## config.mk

```make
export PLATFORM = sky130hd
export DESIGN_NAME = div_seq
export DESIGN_NICKNAME = d
export VERILOG_FILES = /design/src/rtl/div_seq.sv
export SDC_FILE = /design/constraint.sdc
export NUM_CORES = 1
export LEC_CHECK = 0
export CAP_MARGIN = 20
export CORE_ASPECT_RATIO = 0.75
export CORE_UTILIZATION = 51
export CTS_BUF_LIST = sky130_fd_sc_hd__clkbuf_4 sky130_fd_sc_hd__clkbuf_8 sky130_fd_sc_hd__clkbuf_16
export CTS_CLUSTER_SIZE = 20
export DETAILED_ROUTE_END_ITERATION = 8
export PLACE_DENSITY_LB_ADDON = 0.08
export SLEW_MARGIN = 10
export SYNTH_ARGS = -nofsm -noshare
export SYNTH_HDL_FRONTEND = slang
export SYNTH_SLANG_ARGS = --single-unit
```

## constraint.sdc

```tcl
create_clock -name clk -period 4.25 [get_ports clk]
set_clock_uncertainty 0.05 [all_clocks]
set_input_delay 1.0625 -clock clk [delete_from_list [all_inputs] [get_ports clk]]
set_output_delay 1.0625 -clock clk [all_outputs]
set_load 0.02 [all_outputs]
```

## src/rtl/div_seq.sv

```systemverilog
// Multi-cycle radix-2 restoring divider for the EX-stage serial-divide interface.
// Produces {remainder, quotient} one quotient bit per cycle, with abort and divide-by-zero handling.
module div_seq #(
  parameter int WIDTH = 32,
  parameter int CNT_W = 6
) (
  input  logic                 clk,
  input  logic                 rst,
  input  logic                 signed_div_i,
  input  logic [WIDTH-1:0]     opdata1_i,
  input  logic [WIDTH-1:0]     opdata2_i,
  input  logic                 start_i,
  input  logic                 annul_i,
  output logic [2*WIDTH-1:0]   result_o,
  output logic                 ready_o
);

  typedef enum logic [1:0] {
    S_FREE   = 2'd0,
    S_BYZERO = 2'd1,
    S_ON     = 2'd2,
    S_END    = 2'd3
  } state_e;

  localparam logic [CNT_W-1:0] LAST_CNT = CNT_W'(WIDTH);

  state_e               state_q, state_d;
  logic [CNT_W-1:0]     cnt_q, cnt_d;
  logic [WIDTH-1:0]     rem_q, rem_d;
  logic [WIDTH-1:0]     quo_q, quo_d;
  logic [WIDTH-1:0]     div_q, div_d;
  logic                 dsign_q, dsign_d;
  logic                 qsign_q, qsign_d;
  logic [2*WIDTH-1:0]   result_q, result_d;
  logic                 ready_q, ready_d;

  logic [WIDTH:0]       rem_sh;
  logic [WIDTH+1:0]     diff;
  logic                 borrow;
  logic                 neg1, neg2;

  // Conditional two's-complement negation, used both for operand magnitudes and sign fix-up.
  function automatic logic [WIDTH-1:0] neg_cond(input logic signed [WIDTH-1:0] v,
                                                input logic                     en);
    logic signed [WIDTH-1:0] n;
    n = -v;
    return en ? n : v;
  endfunction

  assign rem_sh = {rem_q, quo_q[WIDTH-1]};
  assign diff   = {1'b0, rem_sh} - {2'b00, div_q};
  // rem_sh < 2*divisor, so the top two difference bits are both set exactly when the trial borrows.
  assign borrow = &diff[WIDTH+1:WIDTH];

  always_comb begin
    state_d  = state_q;
    cnt_d    = cnt_q;
    rem_d    = rem_q;
    quo_d    = quo_q;
    div_d    = div_q;
    dsign_d  = dsign_q;
    qsign_d  = qsign_q;
    result_d = result_q;
    ready_d  = ready_q;
    neg1     = signed_div_i & opdata1_i[WIDTH-1];
    neg2     = signed_div_i & opdata2_i[WIDTH-1];

    case (state_q)
      S_FREE: begin
        ready_d  = 1'b0;
        result_d = '0;
        if (start_i && !annul_i) begin
          if (opdata2_i == '0) begin
            state_d = S_BYZERO;
          end else begin
            state_d = S_ON;
            cnt_d   = '0;
            rem_d   = '0;
            quo_d   = neg_cond(opdata1_i, neg1);
            div_d   = neg_cond(opdata2_i, neg2);
            dsign_d = neg1;
            qsign_d = neg1 ^ neg2;
          end
        end
      end

      S_BYZERO: begin
        state_d  = S_END;
        result_d = '0;
        ready_d  = 1'b1;
      end

      S_ON: begin
        if (annul_i) begin
          state_d  = S_FREE;
          cnt_d    = '0;
          result_d = '0;
          ready_d  = 1'b0;
        end else if (cnt_q != LAST_CNT) begin
          rem_d = borrow ? rem_sh[WIDTH-1:0] : diff[WIDTH-1:0];
          quo_d = {quo_q[WIDTH-2:0], ~borrow};
          cnt_d = cnt_q + 1'b1;
        end else begin
          state_d  = S_END;
          result_d = {neg_cond(rem_q, dsign_q), neg_cond(quo_q, qsign_q)};
          ready_d  = 1'b1;
        end
      end

      S_END: begin
        ready_d = 1'b1;
        if (!start_i) begin
          state_d  = S_FREE;
          ready_d  = 1'b0;
          result_d = '0;
        end
      end

      default: begin
        state_d  = S_FREE;
        ready_d  = 1'b0;
        result_d = '0;
      end
    endcase
  end

  always_ff @(posedge clk or negedge rst) begin
    if (!rst) begin
      state_q  <= S_FREE;
      cnt_q    <= '0;
      rem_q    <= '0;
      quo_q    <= '0;
      div_q    <= '0;
      dsign_q  <= 1'b0;
      qsign_q  <= 1'b0;
      result_q <= '0;
      ready_q  <= 1'b0;
    end else begin
      state_q  <= state_d;
      cnt_q    <= cnt_d;
      rem_q    <= rem_d;
      quo_q    <= quo_d;
      div_q    <= div_d;
      dsign_q  <= dsign_d;
      qsign_q  <= qsign_d;
      result_q <= result_d;
      ready_q  <= ready_d;
    end
  end

  assign result_o = result_q;
  assign ready_o  = ready_q;

endmodule

```

# Word-level counts from Yosys, hierarchy flattened
# Cells that the tools add are included.
# W data, S select, Z words.
[word_totals]
output_inout_bits = 65
latchBits = 0
n_memories = 0
romBits = 0
in_bits = 69
ramBits = 0
word_cells = 77
regBits = 171
[classes]
n_mux = 34
order_cmp = 0
mul = 0
n_bitwise = 5
addsub = 6
shifts = 0
n_eq_ne = 11
div_mod_pow = 0
reduce_logical = 12
[ops]
columns = ["cell", "count"]
rows = [
  ["$mux W32", 13],
  ["$mux W64", 3],
  ["$pmux W64 S3", 1],
  ["$neg A32 Y32", 4],
  ["$pmux W32 S2", 2],
  ["$sub A33 B32 Y34", 1],
  ["$logic_not A32 Y1", 1],
  ["$mux W6", 4],
  ["$pmux W6 S2", 1],
  ["$mux W2", 5],
  ["$ne A2 B2 Y1 const B", 5],
  ["$pmux W2 S4", 1],
  ["$add A6 B1 Y6 const B", 1],
  ["$ne A3 B3 Y1 const B", 2],
  ["$ne A6 B6 Y1 const B", 1],
  ["$reduce_and A3 Y1", 2],
  ["$reduce_and A5 Y1", 1],
  ["$eq A2 B2 Y1 const B", 2],
  ["$pmux W1 S4", 1],
  ["$reduce_and A2 Y1", 2],
  ["$reduce_and A4 Y1", 1],
  ["$mux W1", 3],
  ["$and A1 B1 Y1", 2],
  ["$eq A2 B1 Y1 const B", 1],
  ["7 further kinds", 8],
]

# Depth between registers and ports, before layout
# Gate-level depths: netlist (run 1).
[depth]
depth_word = 6
depth_mapped = 13
ltp_nobuf = 13

# Least setup slack after synthesis (run 1)
# Ideal clock, no wire load.
[synth_timing]
path_kind = "input -> register"
startpoint = "input port opdata1_i[4]"
endpoint = "register quo_q[29]"
cell_stages = 9
n_path_buf = 0
arrival_ns = 3.065
setup_slack_ns = 1.011
setup_ns = 0.123
t_required_ns = 4.077
cell_sequence = "or3_1 -> or4_4 -> nor4_4 -> nand3b_1 -> o41ai_1 -> xor2_1 -> nor2_1 -> a21oi_1 -> o21ai_1"
[synth_between]
elab_chain_len = 5
[synth_rtl]
columns = ["element", "line", "source"]
rows = [
  ["start, declared", "10", "input logic [WIDTH-1:0] opdata1_i,"],
  ["$neg A32 Y32", "46", "n = -v;"],
  ["$mux W32", "47", "return en ? n : v;"],
  ["$mux W32", "73", "if (opdata2_i == '0) begin"],
  ["$mux W32", "72", "if (start_i && !annul_i) begin"],
  ["$pmux W32 S2", "68", "case (state_q)"],
  ["end signal, assigned", "142", "quo_q <= quo_d;"],
  ["end, declared", "30", "logic [WIDTH-1:0] quo_q, quo_d;"],
]
# Every way passes these cells. The select of a mux whose other input is x is not followed.
# A chain may end at the register's enable or synchronous reset.

# Worst setup path in the final report (run 1)
[layout_timing]
startpoint = "register quo_q[31]"
endpoint = "register rem_q[10]"
[layout_between]
elab_chain_len = 6
[layout_rtl]
columns = ["element", "line", "source"]
rows = [
  ["$sub A33 B32 Y34 (*)", "51", "assign diff = {1'b0, rem_sh} - {2'b00, div_q};"],
  ["$reduce_and A2 Y1", "53", "assign borrow = &diff[WIDTH+1:WIDTH];"],
  ["$mux W32 (*)", "100", "rem_d = borrow ? rem_sh[WIDTH-1:0] : diff[WIDTH-1:0];"],
  ["$mux W32 (*)", "99", "end else if (cnt_q != LAST_CNT) begin"],
  ["$mux W32 (*)", "94", "if (annul_i) begin"],
  ["$pmux W32 S2 (*)", "68", ""],
  ["end signal, assigned", "141", "rem_q <= rem_d;"],
  ["end, declared", "29", "logic [WIDTH-1:0] rem_q, rem_d;"],
]
# Every way passes the cells marked *; elsewhere a longest branch is shown, timed or not. The select of a mux whose other input is x is not followed.

==> flow_summary.html, run 1 <==
<table>
<tr><th>Metric</th><th>Value</th></tr>
<tr><th colspan="2">Route</th></tr>
<tr><td>Overall routed net length</td><td>28800 um</td></tr>
<tr><td>Wl on met1</td><td>15800 um</td></tr>
<tr><td>Routed wire length on met2</td><td>11200 um</td></tr>
<tr><td>Mean routed wirelength per cell</td><td>16.6 um</td></tr>
<tr><td>Iteration-0 DRC Markers</td><td>642</td></tr>
<tr><td>Routed via count</td><td>9688</td></tr>
<tr><td>Highest metal layer with signal wires</td><td>met4</td></tr>
<tr><td>Routed met3 length</td><td>1620 um</td></tr>
<tr><td>Number of iterations in the first detailed-routing pass</td><td>5</td></tr>
<tr><td>DRC Markers</td><td>0</td></tr>
<tr><td>Post-detailed-route via-to-cell ratio</td><td>5.58</td></tr>
<tr><td>Count of nets left with antenna violations after detail routing</td><td>0</td></tr>
<tr><th colspan="2">Synth</th></tr>
<tr><td>Count of synthesis-stage warnings from yosys</td><td>0</td></tr>
<tr><td>Post-synthesis net count</td><td>1432</td></tr>
<tr><td>Synth area leaders</td><td>dfrtp_1 38%, xor2_1 7.1%, nand2_1 6.9%</td></tr>
<tr><td>Share of the yosys chip area belonging to registers</td><td>38.4%</td></tr>
<tr><td>Synthesized area per cell</td><td>8.42 um^2</td></tr>
<tr><td>Most common flop cell mapped by yosys</td><td>dfrtp_1</td></tr>
<tr><td>Count of state elements after synthesis</td><td>171</td></tr>
<tr><td>Syn Inst Count</td><td>1324</td></tr>
<tr><td>Number of flops mapped to enable cells by yosys</td><td>0</td></tr>
<tr><td>Largest area contributor in the synthesized netlist</td><td>dfrtp_1</td></tr>
<tr><td>Netlist area before placement</td><td>0.0111 mm^2</td></tr>
<tr><td>Fraction of registers with async set/reset</td><td>100%</td></tr>
<tr><td>Number of distinct library cells after synthesis</td><td>63</td></tr>
<tr><td>Share of Yosys cell area claimed by the top area cell type</td><td>38.4%</td></tr>
<tr><th colspan="2">CTS</th></tr>
<tr><td>Worst skew pair latency</td><td>430 ps</td></tr>
<tr><td>Post-CTS repair timing setup buffer count</td><td>0</td></tr>
<tr><td>CTS Hold Bufs</td><td>0</td></tr>
<tr><td>H-tree depth</td><td>4</td></tr>
<tr><td>CTS tree</td><td>built</td></tr>
<tr><td>CTS resizes</td><td>0</td></tr>
<tr><td>Clk root buf</td><td>clkbuf_16</td></tr>
<tr><td>Maximum buffer depth of the clock tree</td><td>2</td></tr>
<tr><td>Number of buffers inserted during clock tree synthesis</td><td>17</td></tr>
<tr><td>Clock transition at the registers of the reported paths</td><td>70 ps</td></tr>
<tr><td>Clk sinks</td><td>171</td></tr>
<tr><th colspan="2">Floorplan</th></tr>
<tr><td>Height of the chip</td><td>130 um</td></tr>
<tr><td>Die span in x</td><td>173 um</td></tr>
<tr><td>Full die area</td><td>0.0225 mm^2</td></tr>
<tr><td># rows</td><td>46</td></tr>
<tr><td>Effective utilization at floorplan</td><td>52.4%</td></tr>
<tr><td>Core box area</td><td>0.0213 mm^2</td></tr>
<tr><td>Number of top-level design ports</td><td>134</td></tr>
<tr><th colspan="2">Finish</th></tr>
<tr><td>Area overhead of the layout relative to synthesis</td><td>20.2%</td></tr>
<tr><td>Net count, final</td><td>1542</td></tr>
<tr><td>Antenna diode count</td><td>0</td></tr>
<tr><td>Fraction of final layout cells with drive strength greater than 1</td><td>5.74%</td></tr>
<tr><th colspan="2">GRT</th></tr>
<tr><td>Global-route wire length before repair</td><td>47200 um</td></tr>
<tr><td>Total routing resource utilization after global routing</td><td>26.4%</td></tr>
<tr><td>Via count of the first global-routing pass</td><td>8798</td></tr>
<tr><td>Largest net degree at the start of global routing</td><td>107</td></tr>
<tr><td>Final global-route overflow total</td><td>0</td></tr>
<tr><td>Antenna violations before repair</td><td>0</td></tr>
<tr><th colspan="2">Setup path</th></tr>
<tr><td>Kind of critical path</td><td>flop to flop</td></tr>
<tr><td>Source of the critical timing path</td><td>quo_q[31]</td></tr>
<tr><td>Critical path startpoint category</td><td>flop</td></tr>
<tr><td>Sort of element at the end of the critical path</td><td>flop</td></tr>
<tr><td>FF-to-FF path depth</td><td>13</td></tr>
<tr><td>Maximum fanout encountered on the critical timing path</td><td>11</td></tr>
<tr><td>R2R Path End</td><td>rem_q[10]</td></tr>
<tr><td>Capture point of the critical path</td><td>rem_q[10]</td></tr>
<tr><td>Data required time at the worst endpoint</td><td>4510 ps</td></tr>
<tr><td>Worst R2R Start</td><td>quo_q[31]</td></tr>
<tr><td>CP Data Arrival Time</td><td>4130 ps</td></tr>
<tr><td>Minimum setup slack among reg-to-reg paths</td><td>370 ps</td></tr>
<tr><th colspan="2">Pwr</th></tr>
<tr><td>Power density over cell area</td><td>707 mW/mm^2</td></tr>
<tr><td>VDD IR max</td><td>0.493 mV</td></tr>
<tr><td>Cell leakage power</td><td>5.99 nW</td></tr>
<tr><td>Total chip power</td><td>0.00947 W</td></tr>
<tr><th colspan="2">STA</th></tr>
<tr><td>Number of pins with negative max-slew slack in the final report</td><td>0</td></tr>
<tr><td>Hold Vio Cnt, Final</td><td>0</td></tr>
<tr><td>Min cycle time layout</td><td>3880 ps</td></tr>
<tr><td>RSZ-0062 raised after global routing</td><td>false</td></tr>
<tr><td>Relative slew slack</td><td>27.0%</td></tr>
<tr><td>Worst-Margin Slew</td><td>1090 ps</td></tr>
<tr><td>Upper clock frequency limit</td><td>0.258 GHz</td></tr>
<tr><td>Final-layout setup total negative slack</td><td>0 ps</td></tr>
<tr><td>Count of endpoints failing setup in the final report</td><td>0</td></tr>
<tr><td>Post-route fraction of the period consumed by the critical path</td><td>91.2%</td></tr>
<tr><th colspan="2">Placed design</th></tr>
<tr><td>Placed wire-length estimate</td><td>21500 um</td></tr>
<tr><td>Final estimated routing congestion in global placement</td><td>0.929</td></tr>
<tr><td>Number of input and output port buffers inserted</td><td>133</td></tr>
<tr><th colspan="2">Run</th></tr>
<tr><td>Max capacitance violation total</td><td>0</td></tr>
<tr><th colspan="2">Run status</th></tr>
<tr><td>Run status</td><td>finished clean</td></tr>
<tr><th colspan="2">Hold path</th></tr>
<tr><td>Worst min path class</td><td>input port to async pin</td></tr>
</table>
[power breakdown]
group	switching (W)	internal, W
sequential	0.000686	0.00208
clock	0.000710	0.000887
combinational	0.00299	0.00212
total	0.00438	0.00508
[cell families (layout without fill, tap and decap cells)]
| kind of cell | count (synthesis) | after routing | synth area share, % |
|---|---|---|---|
| simple gates | 412 | 412 | 17.4 |
| buf+inv | 118 | 241 | 4.23 |
| fa+ha+maj | 39 | 39 | 4.44 |
| xor+xnor | 145 | 145 | 11.4 |
| mux | 30 | 30 | 2.70 |
| flops | 171 | 171 | 38.4 |
| compound gates | 409 | 409 | 21.5 |
[metrics by stage]
stage	cell area [um^2]	cells	setup slack [ps]	hold WS (ps)	utilization (%)
after detailed placement	12800	1703	217	419	60.1
after floorplan	11100	1324	1010	400	-
after CTS	13400	1735	383	354	62.9
after global routing	13400	1735	136	352	62.9
final	13400	1735	375	366	62.9
after global placement	12800	1703	303	410	60.1
[critical path: stages, from the launching register on]
cell,delay (ps)
dfrtp_1,410
inv_1,120
ha_1,210
inv_1,60
fa_1,420
a211oi_1,320
o211ai_1,230
a311oi_1,420
o21ai_1,170
and3_1,250
a31oi_4,430
buf_4,330
mux2i_1,250
o21ai_1,80
[synth_stat cells (23+ instances only)]
cell type    n
a21oi_1    102
clkbuf_1    44
dfrtp_1    171
ha_1        38
inv_1       55
mux2i_1     29
nand2_1    205
nor2_1      81
o21ai_0    136
o21ai_1     73
o31ai_1     23
or3_1       23
xnor2_1     55
xor2_1      90
[final cells by class]
class	instances	area [um^2]
Clock buffer	18	433
Clock inverter	14	158
Fill cell	1866	7900
Inverter	55	206
Multi-Input combinational cell	1035	6430
Sequential cell	171	4280
Tap cell	288	360
Timing Repair Buffer	154	1530
[cell usage in the layout, fill, tap and decap left out, types with 11 or more instances in the layout]
cell type	count
xor2_1	90
o21ai_0	135
xnor2_1	55
and3_1	12
nand2b_1	11
mux2i_1	29
or3_1	22
ha_1	38
nand3_1	14
inv_1	55
dfrtp_1	171
clkbuf_16	17
buf_4	18
nand2_1	204
a21oi_1	102
nor3_1	13
o31ai_1	23
o21ai_1	73
a21o_1	16
clkdlybuf4s50_1	132
nor2_1	80
[layer usage]
metal | up-vias | GRT usage (%)
met5 | - | 0
met4 | 0 | 5.88
met3 | 18 | 4.34
met2 | 252 | 35.9
met1 | 4550 | 42.8
li1 | 4868 | -
[state kept, by name (all words and copies together), names as in the netlist]
name and cells:
qsign_q 1, state_q 2, cnt_q 6, rem_q 32, div_q 32, quo_q 32
dsign_q 1, result_o 64, ready_o 1
[worst min-delay path by stage]
stage                      start            to  slack (ps)
floorplan              div_q[15]     div_q[15]         400
global placement    result_o[59]  result_o[59]         410
detailed placement  result_o[20]  result_o[20]         420
CTS                          rst  result_o[10]         350
global route                 rst  result_o[10]         350
finish                       rst  result_o[10]         370
(Power assumes the default switching activity.)
==> run 2: changes to the inputs <==
Settings changed: CORE_MARGIN set to 4, CORE_UTILIZATION 51 to 34.
==> run 2 against run 1 <==
Flip-flop and latch count stayed put. Clock power grew 5%. Cell count increased by 9.6%. Combinational power increased by 4.5%. Via count is 0.68% lower. Critical path depth grew 1. Worst hold slack better by 59 ps. Die area increased by 59%. Worst setup slack gained 210 ps. Fmax rose by 5.6%. Utilization down 21 points. Critical path type unchanged. Highest routed layer unchanged.
==> flow_summary.html, run 2 (synthesis gave the netlist of run 1 again) <==
<table>
<tr><th>Metric</th><th>Value</th></tr>
<tr><th colspan="2">Hold path</th></tr>
<tr><td>Hold Path Cell Cnt</td><td>2</td></tr>
<tr><td>Worst min path class</td><td>flop to flop</td></tr>
<tr><th colspan="2">Finish</th></tr>
<tr><td>Leading cell type in the layout, fill and taps excluded</td><td>nand2_1</td></tr>
<tr><td>Area overhead of the layout relative to synthesis</td><td>23.1%</td></tr>
<tr><td>Number of flip-flops in the largest register</td><td>64</td></tr>
<tr><td>Commonest cells after routing, fill and taps aside</td><td>204 x nand2_1, 171 x dfrtp_1, 135 x o21ai_0</td></tr>
<tr><td>Net count, final</td><td>1552</td></tr>
<tr><td>Fraction of final layout cells with drive strength greater than 1</td><td>6.38%</td></tr>
<tr><td>Number of standard cells in the layout, taps in and fillers out</td><td>1901</td></tr>
<tr><td>Number of fill cells</td><td>3328</td></tr>
<tr><th colspan="2">STA</th></tr>
<tr><td>Min cycle time layout</td><td>3670 ps</td></tr>
<tr><td>Relative slew slack</td><td>37.4%</td></tr>
<tr><td>RSZ-0062 raised after global routing</td><td>false</td></tr>
<tr><td>Post-route fraction of the period consumed by the critical path</td><td>86.4%</td></tr>
<tr><td>Hold Vio Cnt, Final</td><td>0</td></tr>
<tr><td>Final-layout setup total negative slack</td><td>0 ps</td></tr>
<tr><td>Count of endpoints failing setup in the final report</td><td>0</td></tr>
<tr><td>Final hold slack</td><td>425 ps</td></tr>
<tr><td>Worst-Margin Slew</td><td>930 ps</td></tr>
<tr><td>Number of pins with negative max-slew slack in the final report</td><td>0</td></tr>
<tr><td>Upper clock frequency limit</td><td>0.272 GHz</td></tr>
<tr><th colspan="2">GRT</th></tr>
<tr><td>Global-route wire length before repair</td><td>53000 um</td></tr>
<tr><td>Final global-route overflow total</td><td>0</td></tr>
<tr><td>Antenna violations before repair</td><td>2</td></tr>
<tr><td>Via count of the first global-routing pass</td><td>9297</td></tr>
<tr><td>Total routing resource utilization after global routing</td><td>18.7%</td></tr>
<tr><td>Largest net degree at the start of global routing</td><td>81</td></tr>
<tr><th colspan="2">CTS</th></tr>
<tr><td>Number of buffers inserted during clock tree synthesis</td><td>17</td></tr>
<tr><td>Post-CTS repair timing setup buffer count</td><td>0</td></tr>
<tr><td>H-tree depth</td><td>4</td></tr>
<tr><td>CTS resizes</td><td>0</td></tr>
<tr><td>Worst skew pair latency</td><td>450 ps</td></tr>
<tr><td>Clock transition at the registers of the reported paths</td><td>70 ps</td></tr>
<tr><td>Clk root buf</td><td>clkbuf_16</td></tr>
<tr><td>CTS tree</td><td>built</td></tr>
<tr><td>CTS Hold Bufs</td><td>0</td></tr>
<tr><td>Clk sinks</td><td>171</td></tr>
<tr><td>Maximum buffer depth of the clock tree</td><td>2</td></tr>
<tr><th colspan="2">Route</th></tr>
<tr><td>Count of nets left with antenna violations after detail routing</td><td>0</td></tr>
<tr><td>Post-detailed-route via-to-cell ratio</td><td>5.06</td></tr>
<tr><td>Overall routed net length</td><td>32900 um</td></tr>
<tr><td>Iteration-0 DRC Markers</td><td>577</td></tr>
<tr><td>Mean routed wirelength per cell</td><td>17.3 um</td></tr>
<tr><td>Routed via count</td><td>9622</td></tr>
<tr><td>DRC Markers</td><td>0</td></tr>
<tr><td>Number of iterations in the first detailed-routing pass</td><td>5</td></tr>
<tr><th colspan="2">Pwr</th></tr>
<tr><td>Power density over cell area</td><td>710 mW/mm^2</td></tr>
<tr><td>VDD IR max</td><td>0.284 mV</td></tr>
<tr><td>Cell leakage power</td><td>6.05 nW</td></tr>
<tr><th colspan="2">Floorplan</th></tr>
<tr><td>Full die area</td><td>0.0358 mm^2</td></tr>
<tr><td># rows</td><td>57</td></tr>
<tr><td>Die span in x</td><td>217 um</td></tr>
<tr><td>Core box area</td><td>0.0324 mm^2</td></tr>
<tr><td>Effective utilization at floorplan</td><td>34.4%</td></tr>
<tr><td>Number of top-level design ports</td><td>134</td></tr>
<tr><td>Height of the chip</td><td>165 um</td></tr>
<tr><th colspan="2">Setup path</th></tr>
<tr><td>Sort of element at the end of the critical path</td><td>flop</td></tr>
<tr><td>Data required time at the worst endpoint</td><td>4580 ps</td></tr>
<tr><td>CP Data Arrival Time</td><td>4000 ps</td></tr>
<tr><td>Critical path startpoint category</td><td>flop</td></tr>
<tr><td>Maximum fanout encountered on the critical timing path</td><td>14</td></tr>
<tr><td>FF-to-FF path depth</td><td>14</td></tr>
<tr><td>Kind of critical path</td><td>flop to flop</td></tr>
<tr><th colspan="2">Run</th></tr>
<tr><td>Max capacitance violation total</td><td>0</td></tr>
<tr><th colspan="2">Placed design</th></tr>
<tr><td>Number of input and output port buffers inserted</td><td>133</td></tr>
<tr><td>DP Cell Count</td><td>1867</td></tr>
<tr><td>Placed wire-length estimate</td><td>24600 um</td></tr>
<tr><td>Final estimated routing congestion in global placement</td><td>0.880</td></tr>
<tr><th colspan="2">Run status</th></tr>
<tr><td>Run status</td><td>finished clean</td></tr>
</table>
[run 2: metal layers]
metal / track usage, % / routed length, um / up-vias
li1: - / - / 4881
met1: 28.9 / 17800 / 4563
met2: 26.6 / 13600 / 153
met3: 3.48 / 1190 / 25
met4: 4.62 / 347 / 0
met5: 0 / 0 / -
[run 2: through the flow]
stage | instance area, um^2 | utilization, % | power, W | setup WS (ps)
2_1_floorplan | 11100 | - | 0.00654 | 1010
3_3_place_gp | 13100 | 40.5 | 0.00810 | 288
3_5_place_dp | 13100 | 40.5 | 0.00811 | 212
4_1_cts | 13700 | 42.4 | 0.00983 | 574
5_1_grt | 13700 | 42.4 | 0.0106 | 261
6_report | 13700 | 42.4 | 0.00975 | 580
[run 2: power breakdown]
| group | switching [W] | leakage (nW) | internal (W) | total (W) |
|---|---|---|---|---|
| Clock | 0.000725 | 0.294 | 0.000952 | 0.00168 |
| Sequential | 0.000656 | 2.25 | 0.00208 | 0.00273 |
| Combinational | 0.00315 | 3.51 | 0.00219 | 0.00534 |
[run 2: layout make-up]
cell class                      count  area, um^2  area share [%]
Timing Repair Buffer              164        1640            11.9
Sequential cell                   171        4280            31.2
Tap cell                          442         553            4.03
Clock inverter                     13         166            1.21
Clock buffer                       19         447            3.25
Antenna cell                        2        5.00          0.0365
Multi-Input combinational cell   1035        6430            46.9
Inverter                           55         206            1.50
[run 2: final timing paths]
path	slack, ps	from	end
max	580	quo_q[31]	rem_q[0]
min	420	result_o[60]	result_o[60]
max reg2reg	580	quo_q[31]	rem_q[0]
min reg2reg	420	result_o[60]	result_o[60]
max in group asynchronous	2810	rst	div_q[20]
min in group asynchronous	590	rst	result_o[11]
[run 2: critical path, stage by stage (launching register included)]
cell      delay [ps]
dfrtp_1          390
inv_1            100
ha_1             180
inv_1             50
fa_1             430
a211oi_1         330
o211ai_1         220
a311oi_1         300
buf_4            170
o21ai_1          100
and3_1           240
a31oi_4          370
buf_12           220
mux2_1           330
o21ai_1          110
